`config.mk`:
```
export PLATFORM = sky130hd
export DESIGN_NAME = cpu_bus_ctrl
export DESIGN_NICKNAME = d
export VERILOG_FILES = /design/src/rtl/cpu_bus_ctrl.sv
export SDC_FILE = /design/constraint.sdc
export NUM_CORES = 1
export LEC_CHECK = 0
export BUFFER_PORTS_ARGS = -buffer_cell sky130_fd_sc_hd__buf_2
export CORE_MARGIN = 5
export CORE_UTILIZATION = 40
export CTS_CLUSTER_DIAMETER = 50
export CTS_CLUSTER_SIZE = 30
export DETAILED_ROUTE_END_ITERATION = 8
export HOLD_SLACK_MARGIN = 0.03
export PLACE_DENSITY = 0.68
export SLEW_MARGIN = 20
export SYNTH_ARGS = -nofsm -noshare
export SYNTH_HDL_FRONTEND = slang
export SYNTH_SLANG_ARGS = --single-unit
```
`constraint.sdc`:
```
create_clock -name clk -period 5.1 [get_ports clk]
set_input_delay 1.275 -clock clk [delete_from_list [all_inputs] [get_ports clk]]
set_output_delay 1.275 -clock clk [all_outputs]
set_load 0.02 [all_outputs]
```
`src/rtl/cpu_bus_ctrl.sv`:
```
// M-cycle bus sequencer for the SM83 core: runs one bus request over four
// T-states, captures read/fetch data and produces the IDU address result.
module cpu_bus_ctrl #(
    parameter int                 ADDR_W   = 16,
    parameter int                 DATA_W   = 8,
    parameter logic [DATA_W-1:0]  IR_RESET = 8'h00
) (
    input  logic              clk,
    input  logic              rst,
    input  logic              ce,
    input  logic [1:0]        op_i,
    input  logic [ADDR_W-1:0] addr_i,
    input  logic [DATA_W-1:0] wdata_i,
    input  logic [1:0]        idu_op_i,
    output logic [ADDR_W-1:0] mem_addr_o,
    output logic [DATA_W-1:0] mem_wdata_o,
    output logic              mem_rd_o,
    output logic              mem_wr_o,
    input  logic [DATA_W-1:0] mem_rdata_i,
    output logic [DATA_W-1:0] rdata_o,
    output logic [DATA_W-1:0] ir_o,
    output logic [ADDR_W-1:0] idu_o,
    output logic [1:0]        tph_o,
    output logic              m_start_o,
    output logic              m_done_o
);

    typedef enum logic [1:0] {
        BUS_IDLE  = 2'b00,
        BUS_IF    = 2'b01,
        BUS_WRITE = 2'b10,
        BUS_READ  = 2'b11
    } bus_opcode_t;

    typedef enum logic [1:0] {
        T0 = 2'b00,
        T1 = 2'b01,
        T2 = 2'b10,
        T3 = 2'b11
    } tph_state_t;

    localparam logic [ADDR_W-1:0] ADDR_ZERO = {ADDR_W{1'b0}};
    localparam logic [ADDR_W-1:0] ADDR_ONE  = {{(ADDR_W-1){1'b0}}, 1'b1};
    localparam logic [DATA_W-1:0] DATA_ZERO = {DATA_W{1'b0}};

    tph_state_t        tph_r;
    tph_state_t        tph_next_s;
    bus_opcode_t       op_r;
    logic [ADDR_W-1:0] addr_r;
    logic [DATA_W-1:0] wdata_r;
    logic [1:0]        iduop_r;
    logic [DATA_W-1:0] rdata_r;
    logic [DATA_W-1:0] ir_r;
    logic [ADDR_W-1:0] idu_r;
    logic [ADDR_W-1:0] idu_next_s;
    logic              is_read_op_s;

    // T-phase next-state: advance only on enabled T-states.
    always_comb begin
        tph_next_s = tph_r;
        if (ce) begin
            case (tph_r)
                T0:      tph_next_s = T1;
                T1:      tph_next_s = T2;
                T2:      tph_next_s = T3;
                T3:      tph_next_s = T0;
                default: tph_next_s = T0;
            endcase
        end else begin
            tph_next_s = tph_r;
        end
    end

    // T-phase state register.
    always_ff @(posedge clk) begin
        if (rst) begin
            tph_r <= T0;
        end else begin
            tph_r <= tph_next_s;
        end
    end

    // Request latch: inputs are only looked at on the M-cycle's first T-state.
    always_ff @(posedge clk) begin
        if (rst) begin
            op_r    <= BUS_IDLE;
            addr_r  <= ADDR_ZERO;
            wdata_r <= DATA_ZERO;
            iduop_r <= 2'b00;
        end else if (ce && (tph_r == T0)) begin
            op_r    <= bus_opcode_t'(op_i);
            addr_r  <= addr_i;
            wdata_r <= wdata_i;
            iduop_r <= idu_op_i;
        end
    end

    // IDU arithmetic; wraps naturally at the address width.
    always_comb begin
        idu_next_s = addr_r;
        case (iduop_r)
            2'b01:   idu_next_s = addr_r + ADDR_ONE;
            2'b10:   idu_next_s = addr_r - ADDR_ONE;
            default: idu_next_s = addr_r;
        endcase
    end

    // IDU result register, updated for every op including IDLE.
    always_ff @(posedge clk) begin
        if (rst) begin
            idu_r <= ADDR_ZERO;
        end else if (ce && (tph_r == T1)) begin
            idu_r <= idu_next_s;
        end
    end

    // Read/fetch capture at the end of the strobe window.
    always_ff @(posedge clk) begin
        if (rst) begin
            rdata_r <= DATA_ZERO;
            ir_r    <= IR_RESET;
        end else if (ce && (tph_r == T2)) begin
            case (op_r)
                BUS_READ: rdata_r <= mem_rdata_i;
                BUS_IF:   ir_r    <= mem_rdata_i;
                default: begin
                    rdata_r <= rdata_r;
                    ir_r    <= ir_r;
                end
            endcase
        end
    end

    // Strobes are decoded from registered state only, so they stay put while ce is low.
    assign is_read_op_s = (op_r == BUS_IF) || (op_r == BUS_READ);
    assign mem_rd_o     = is_read_op_s && ((tph_r == T1) || (tph_r == T2));
    assign mem_wr_o     = (op_r == BUS_WRITE) && (tph_r == T2);

    assign mem_addr_o  = addr_r;
    assign mem_wdata_o = wdata_r;
    assign rdata_o     = rdata_r;
    assign ir_o        = ir_r;
    assign idu_o       = idu_r;
    assign tph_o       = tph_r;
    assign m_start_o   = ce && (tph_r == T0);
    assign m_done_o    = ce && (tph_r == T3);

endmodule
```
==> impl_metrics.yaml, run 1 <==
outcome:
  outcome: "completed"
pwr:
  p_sw_share_pct: 34.40
  pwr-share-seq_pct: 46.2
  clockPowerShare_pct: 33.7
  p_per_area_nw_per_um2: 280.0
  p_int_mw: 0.7795
  p_leak_nw: 1.715
  pwr-share-comb_pct: 20.1
  p_sw_mw: 0.4087
  peakVddDrop_uv: 178.7
floorplan:
  die_w_um: 104.7
  io_pins: 101
  rows: 34
  fp.dieH_um: 104.7
  start_util_pct: 41.12
  dieArea_um2: 10960
  core_um2: 8721
synth:
  synth_warnings: 0
  ys.flop_type: "dfxtp_1"
  synth_compound_area_share_pct: 24.25
  ys_types: 60
  yosys.area_share.simple_pct: 26.97
  synthMostInstantiatedCell: "nand2_1"
  syn-cell-area_um2: 3586
  synth.area.top_cells: "dfxtp_1, nand2_1, a21oi_1"
  yosys.area.top_type: "dfxtp_1"
  synthXorXnorAreaFrac_pct: 3.908
  synthCells: 486
  synthMuxAreaShare_pct: 1.396
  async_flop_share_pct: 0
  ys_top_cells_by_count: "nand2_1, dfxtp_1, a21oi_1"
  syn-num-nets: 533
  synth-seq-cells: 62
  synth_top_area_share_pct: 34.61
  synth_edf_count: 0
  syn_area_per_cell_um2: 7.378
  synth_top_family_by_area: "simple AND/OR/NAND/NOR gates"
  synth_seq_area_share_pct: 34.61
  synthAdderAreaFrac_pct: 2.791
sta:
  fin_setup_tns_ns: 0
  fin_crit_sh_pct: 59.71
  max_freq_ghz: 0.3284
  fin_crit_ns: 3.045
  slew_headroom_pct: 38.34
  rsz0062_at_grt: "no"
  tightest_slew_ns: 0.9229
  worst_hold_slack_ns: 0.4502
  drv_slew: 0
  skew_ns: 0.01692
  hold_viol: 0
  setup_violations: 0
clocking:
  cts_htree_levels: 3
  ctsHoldBuffers: 0
  cts.sinks: 62
  clk_pin_slew_ns: 0.08
  cts_resized: 0
  clk_path_buf_depth: 2
  numCtsBuffers: 9
  cts_tree: "built"
  clk_latency_ns: 0.35
  post-cts-setup-buffers: 0
  cts_root_buf: "clkbuf_8"
worst_setup_path:
  cp_cell_sequence: "buf_2, nand2_1, inv_1, buf_2"
  path_class: "in2out"
  reg2reg_depth: 8
  setup.worst_path.end: "m_start_o"
  worstReg2RegStart: "iduop_r[0]"
  cp.arrival_ns: 1.77
  cp-end-kind: "output pin"
  rrSetupSlack_ns: 2.31
  crit_start: "ce"
  critPathMaxFanout: 10
  crit_top_cell: "buf_2"
  cp.required_ns: 3.83
  r2r-end: "idu_o[15]"
  critPathMaxStageDelay_ns: 0.18
  cp-start-kind: "primary input"
  crit_slowest_cell: "buf_2"
route:
  wirelength_um: 9807
  wire_per_inst_um: 14.62
  drtPass1Iterations: 5
  drtIter0Drc: 263
  via_per_inst: 5.498
  vias: 3689
  drc_errors: 0
  antenna_left: 0
grt:
  grt_pass1_wl_um: 16260
  grt_start_max_net_pins: 54
  grt_pass1_vias: 3508
  grt_antenna_before_repair: 0
  track_usage_pct: 17.33
  grt_remaining_overflow: 0
final_layout:
  fillerInstances: 910
  drive_gt1_share_pct: 22.38
  nets: 605
  regArea_um2: 1241
  multiInputGateArea_um2: 2127
  area_growth_pct: 18.35
  diodes: 0
placed_design:
  dp_hpwl_um: 7015
  finalWeightedCongestion: 0.8654
  io_buffers: 100
flow_run:
  max-cap-violations: 0
min_path:
  min_path_type: "reg2reg"
[routing by layer]
metal | GRT usage, % | up-vias | wire length (um)
li1 | - | 1858 | -
met1 | 21.56 | 1695 | 4303
met2 | 27.69 | 119 | 4451
met3 | 5.857 | 17 | 855
met4 | 6.758 | 0 | 197
met5 | 0 | - | 0
[worst max-delay path: cells and delay by family]
| family | cells | cell delay (ns) |
|---|---|---|
| buf+inv | 3 | 0.41 |
| simple gates | 1 | 0.09 |
[cell families after synthesis]
logic type,after synthesis
flip-flops,62
AO/OA/AOI/OAI,138
XOR/XNOR,16
AND/OR/NAND/NOR,206
adder cells (fa/ha/maj),8
buffers and inverters,51
multiplexers,5
[cell usage in the layout (no fill, tap or decap), types with 5 or more instances in the layout]
cell / Yosys / routed
o21ai_1: 7 / 7
or4_1: 5 / 5
nor2_1: 28 / 28
a21oi_1: 60 / 60
ha_1: 8 / 8
dfxtp_1: 62 / 62
nand3b_1: 5 / 5
buf_2: 12 / 100
nor3_1: 11 / 11
inv_1: 7 / 7
nand2_1: 108 / 108
mux2i_1: 5 / 5
a211oi_1: 12 / 12
o21ai_0: 14 / 14
xnor2_1: 12 / 12
nor2b_1: 5 / 5
nor4_1: 7 / 7
nand3_1: 7 / 7
and3_1: 6 / 6
a31oi_1: 5 / 5
or3_1: 9 / 9
clkbuf_8: 0 / 9
[registers in the layout, summed over array words and instances (netlist names)]
| register | count |
|---|---|
| tph_o | 2 |
| ir_o | 8 |
| rdata_o | 8 |
| iduop_r | 2 |
| mem_wdata_o | 8 |
| op_r | 2 |
| mem_addr_o | 16 |
| idu_o | 16 |
[how the worst min path moves through the flow]
stage / start / slack, ns / to / cells past startpoint
2_1_floorplan: iduop_r[0] / 0.44 / iduop_r[0] / 2
3_3_place_gp: mem_wdata_o[4] / 0.44 / mem_wdata_o[4] / 2
5_1_grt: idu_o[0] / 0.47 / idu_o[0] / 2
6_report: idu_o[0] / 0.45 / idu_o[0] / 2
4_1_cts: idu_o[0] / 0.45 / idu_o[0] / 2
3_5_place_dp: idu_o[0] / 0.44 / idu_o[0] / 2
[stage by stage]
stage               power [mW]  std cells  cell area (um2)  util (%)  setup WS, ns
finish                   1.188        671             4244     48.67         2.055
global route             1.248        671             4244     48.67         2.009
CTS                      1.197        671             4244     48.67         2.047
detailed placement      0.7996        655             4064     46.60         2.045
global placement        0.7928        655             4064     46.60         2.066
floorplan               0.7282        486             3586         -         1.743
[final cells by class]
type	instances	area share, %
clock buffer	9	2.919
clock inverter	7	1.327
inverter	8	0.7075
multi-input combinational	373	50.12
sequential	62	29.25
tap	108	3.184
timing repair buffer	104	12.50
[power groups by stage]
stage / registers, mW / clock network [mW] / logic [mW]
finish: 0.549 / 0.400 / 0.239
global route: 0.555 / 0.427 / 0.266
CTS: 0.549 / 0.408 / 0.241
detailed placement: 0.560 / 0 / 0.239
global placement: 0.559 / 0 / 0.234
floorplan: 0.564 / 0 / 0.164
No activity file was read; power rests on OpenSTA's default activity.
==> run 2, diff against run 1 <==
--- a/config.mk
+++ b/config.mk
@@ -12,7 +12,7 @@
 export CTS_CLUSTER_SIZE = 30
 export DETAILED_ROUTE_END_ITERATION = 8
 export HOLD_SLACK_MARGIN = 0.03
-export PLACE_DENSITY = 0.68
+export PLACE_DENSITY = 0.7
 export SLEW_MARGIN = 20
 export SYNTH_ARGS = -nofsm -noshare
 export SYNTH_HDL_FRONTEND = slang
==> constraint.sdc (replaced) <==
create_clock -name clk -period 2.45 [get_ports clk]
set_input_delay 0.6125 -clock clk [delete_from_list [all_inputs] [get_ports clk]]
set_output_delay 0.6125 -clock clk [all_outputs]
set_load 0.02 [all_outputs]
==> impl_metrics.yaml, run 2 (synthesis results as in run 1) <==
outcome:
  outcome: "completed"
clocking:
  clk_path_buf_depth: 2
  clk_pin_slew_ns: 0.07
  cts_htree_levels: 3
  cts_root_buf: "clkbuf_8"
  cts_tree: "built"
  cts.sinks: 62
  numCtsBuffers: 9
  clk_latency_ns: 0.34
  ctsHoldBuffers: 0
floorplan:
  die_w_um: 104.7
  fp.dieH_um: 104.7
  rows: 34
  core_um2: 8721
  start_util_pct: 41.12
  dieArea_um2: 10960
  io_pins: 101
route:
  drtPass1Iterations: 4
  drc_errors: 0
  wire_per_inst_um: 14.99
  vias: 3700
  drtIter0Drc: 263
  wirelength_um: 10280
  via_per_inst: 5.394
  antenna_left: 0
pwr:
  p_leak_nw: 1.860
  pwr-share-comb_pct: 19.0
  pwr-share-seq_pct: 38.4
  p_int_mw: 2.112
  p_sw_mw: 0.8352
  peakVddDrop_uv: 337.8
  p_per_area_nw_per_um2: 649.2
  clockPowerShare_pct: 42.6
  p_sw_share_pct: 28.34
worst_setup_path:
  rrSetupSlack_ns: 0.17
  r2r-end: "idu_o[12]"
  cp.arrival_ns: 2.54
  cp-end-kind: "register"
  cp.required_ns: 2.71
  critPathMaxFanout: 6
  reg2reg_depth: 10
  crit_slowest_cell: "or4_1"
  setup.worst_path.end: "idu_o[12]"
  worstReg2RegStart: "iduop_r[0]"
  cp_cell_sequence: "inv_2, ha_4, xor2_1, ha_2, a21boi_2, o22ai_2, or4_1, o21ba_1, xnor2_1, a211oi_1"
  cp-start-kind: "register"
  path_class: "reg2reg"
  critPathMaxStageDelay_ns: 0.43
  crit_start: "iduop_r[0]"
flow_run:
  max-cap-violations: 0
sta:
  tightest_slew_ns: 0.6110
  fin_crit_ns: 2.283
  hold_viol: 0
  drv_slew: 0
  setup_violations: 0
  fin_setup_tns_ns: 0
  slew_headroom_pct: 59.21
  rsz0062_at_grt: "yes"
  fin_crit_sh_pct: 93.17
  max_freq_ghz: 0.4381
  worst_hold_slack_ns: 0.4538
  skew_ns: 0.007057
final_layout:
  drive_gt1_share_pct: 26.64
  final_cell_area_um2: 4541
  area_growth_pct: 26.62
  final_common_cell: "nand2_1"
  diodes: 0
  mostFrequentLayoutCells: "nand2_1, buf_2, dfxtp_1, a21oi_1, nor2_1"
  nets: 620
placed_design:
  dp_hpwl_um: 7375
  io_buffers: 100
  finalWeightedCongestion: 0.8520
  place_area_um2: 4233
grt:
  grt_remaining_overflow: 0
  grt_pass1_vias: 3613
  grt_start_max_net_pins: 54
  track_usage_pct: 18.60
  grt_pass1_wl_um: 17300
  grt_antenna_before_repair: 0
min_path:
  min_path_type: "reg2reg"
  hold_start: "mem_wdata_o[1]"
==> run 2: critical path, delay by kind of cell, from the launching register on <==
| kind | cells | cell delay [ns] |
|---|---|---|
| adder cells (fa/ha/maj) | 2 | 0.37 |
| XOR/XNOR | 2 | 0.28 |
| AO/OA/AOI/OAI | 4 | 0.72 |
| buffers and inverters | 1 | 0.07 |
| flip-flops | 1 | 0.32 |
| AND/OR/NAND/NOR | 1 | 0.43 |
==> run 2: power groups by stage <==
stage	clock network (mW)	logic (mW)	registers (mW)
finish	1.25	0.561	1.13
global route	1.32	0.619	1.14
CTS	1.28	0.559	1.13
detailed placement	0	0.557	1.15
global placement	0	0.544	1.15
floorplan	0	0.358	1.17
==> run 2: layout make-up <==
class	count	area, um2
Sequential cell	62	1244
Multi-Input combinational cell	373	2196
Tap cell	108	135.1
Fill cell	837	4180
Timing Repair Buffer	119	655.6
Clock buffer	11	151.4
Clock inverter	5	128.9
Inverter	8	30.03
==> run 2: stage by stage <==
step	power (mW)	std cells	setup WS, ns	utilization [%]
after global routing	3.081	686	-0.03149	52.07
final	2.948	686	0.1674	52.07
after floorplan	1.533	486	-0.1072	-
after global placement	1.696	670	0.1419	48.54
after CTS	2.969	686	0.07578	51.75
after detailed placement	1.710	670	0.1145	48.54
==> run 2: how the worst min path moves through the flow <==
| stage | end | cells past startpoint | slack (ns) |
|---|---|---|---|
| after floorplan | iduop_r[0] | 2 | 0.44 |
| after global placement | ir_o[7] | 2 | 0.44 |
| after detailed placement | mem_wdata_o[1] | 2 | 0.45 |
| after CTS | mem_wdata_o[1] | 2 | 0.46 |
| after global routing | mem_wdata_o[6] | 2 | 0.48 |
| final | mem_wdata_o[1] | 2 | 0.45 |
==> run 2: routing by layer <==
metal	vias to the layer above	global-route usage, %	share of wire, %
met2	110	29.50	46
met3	10	7.028	8.2
met4	0	6.027	1.4
met1	1699	23.37	45
li1	1881	-	-
met5	-	0	0
==> run 2: timing repair <==
item,in CTS,in global routing
setup buffers,0,0
endpoints found under the setup margin,0,5
resized for setup,0,6
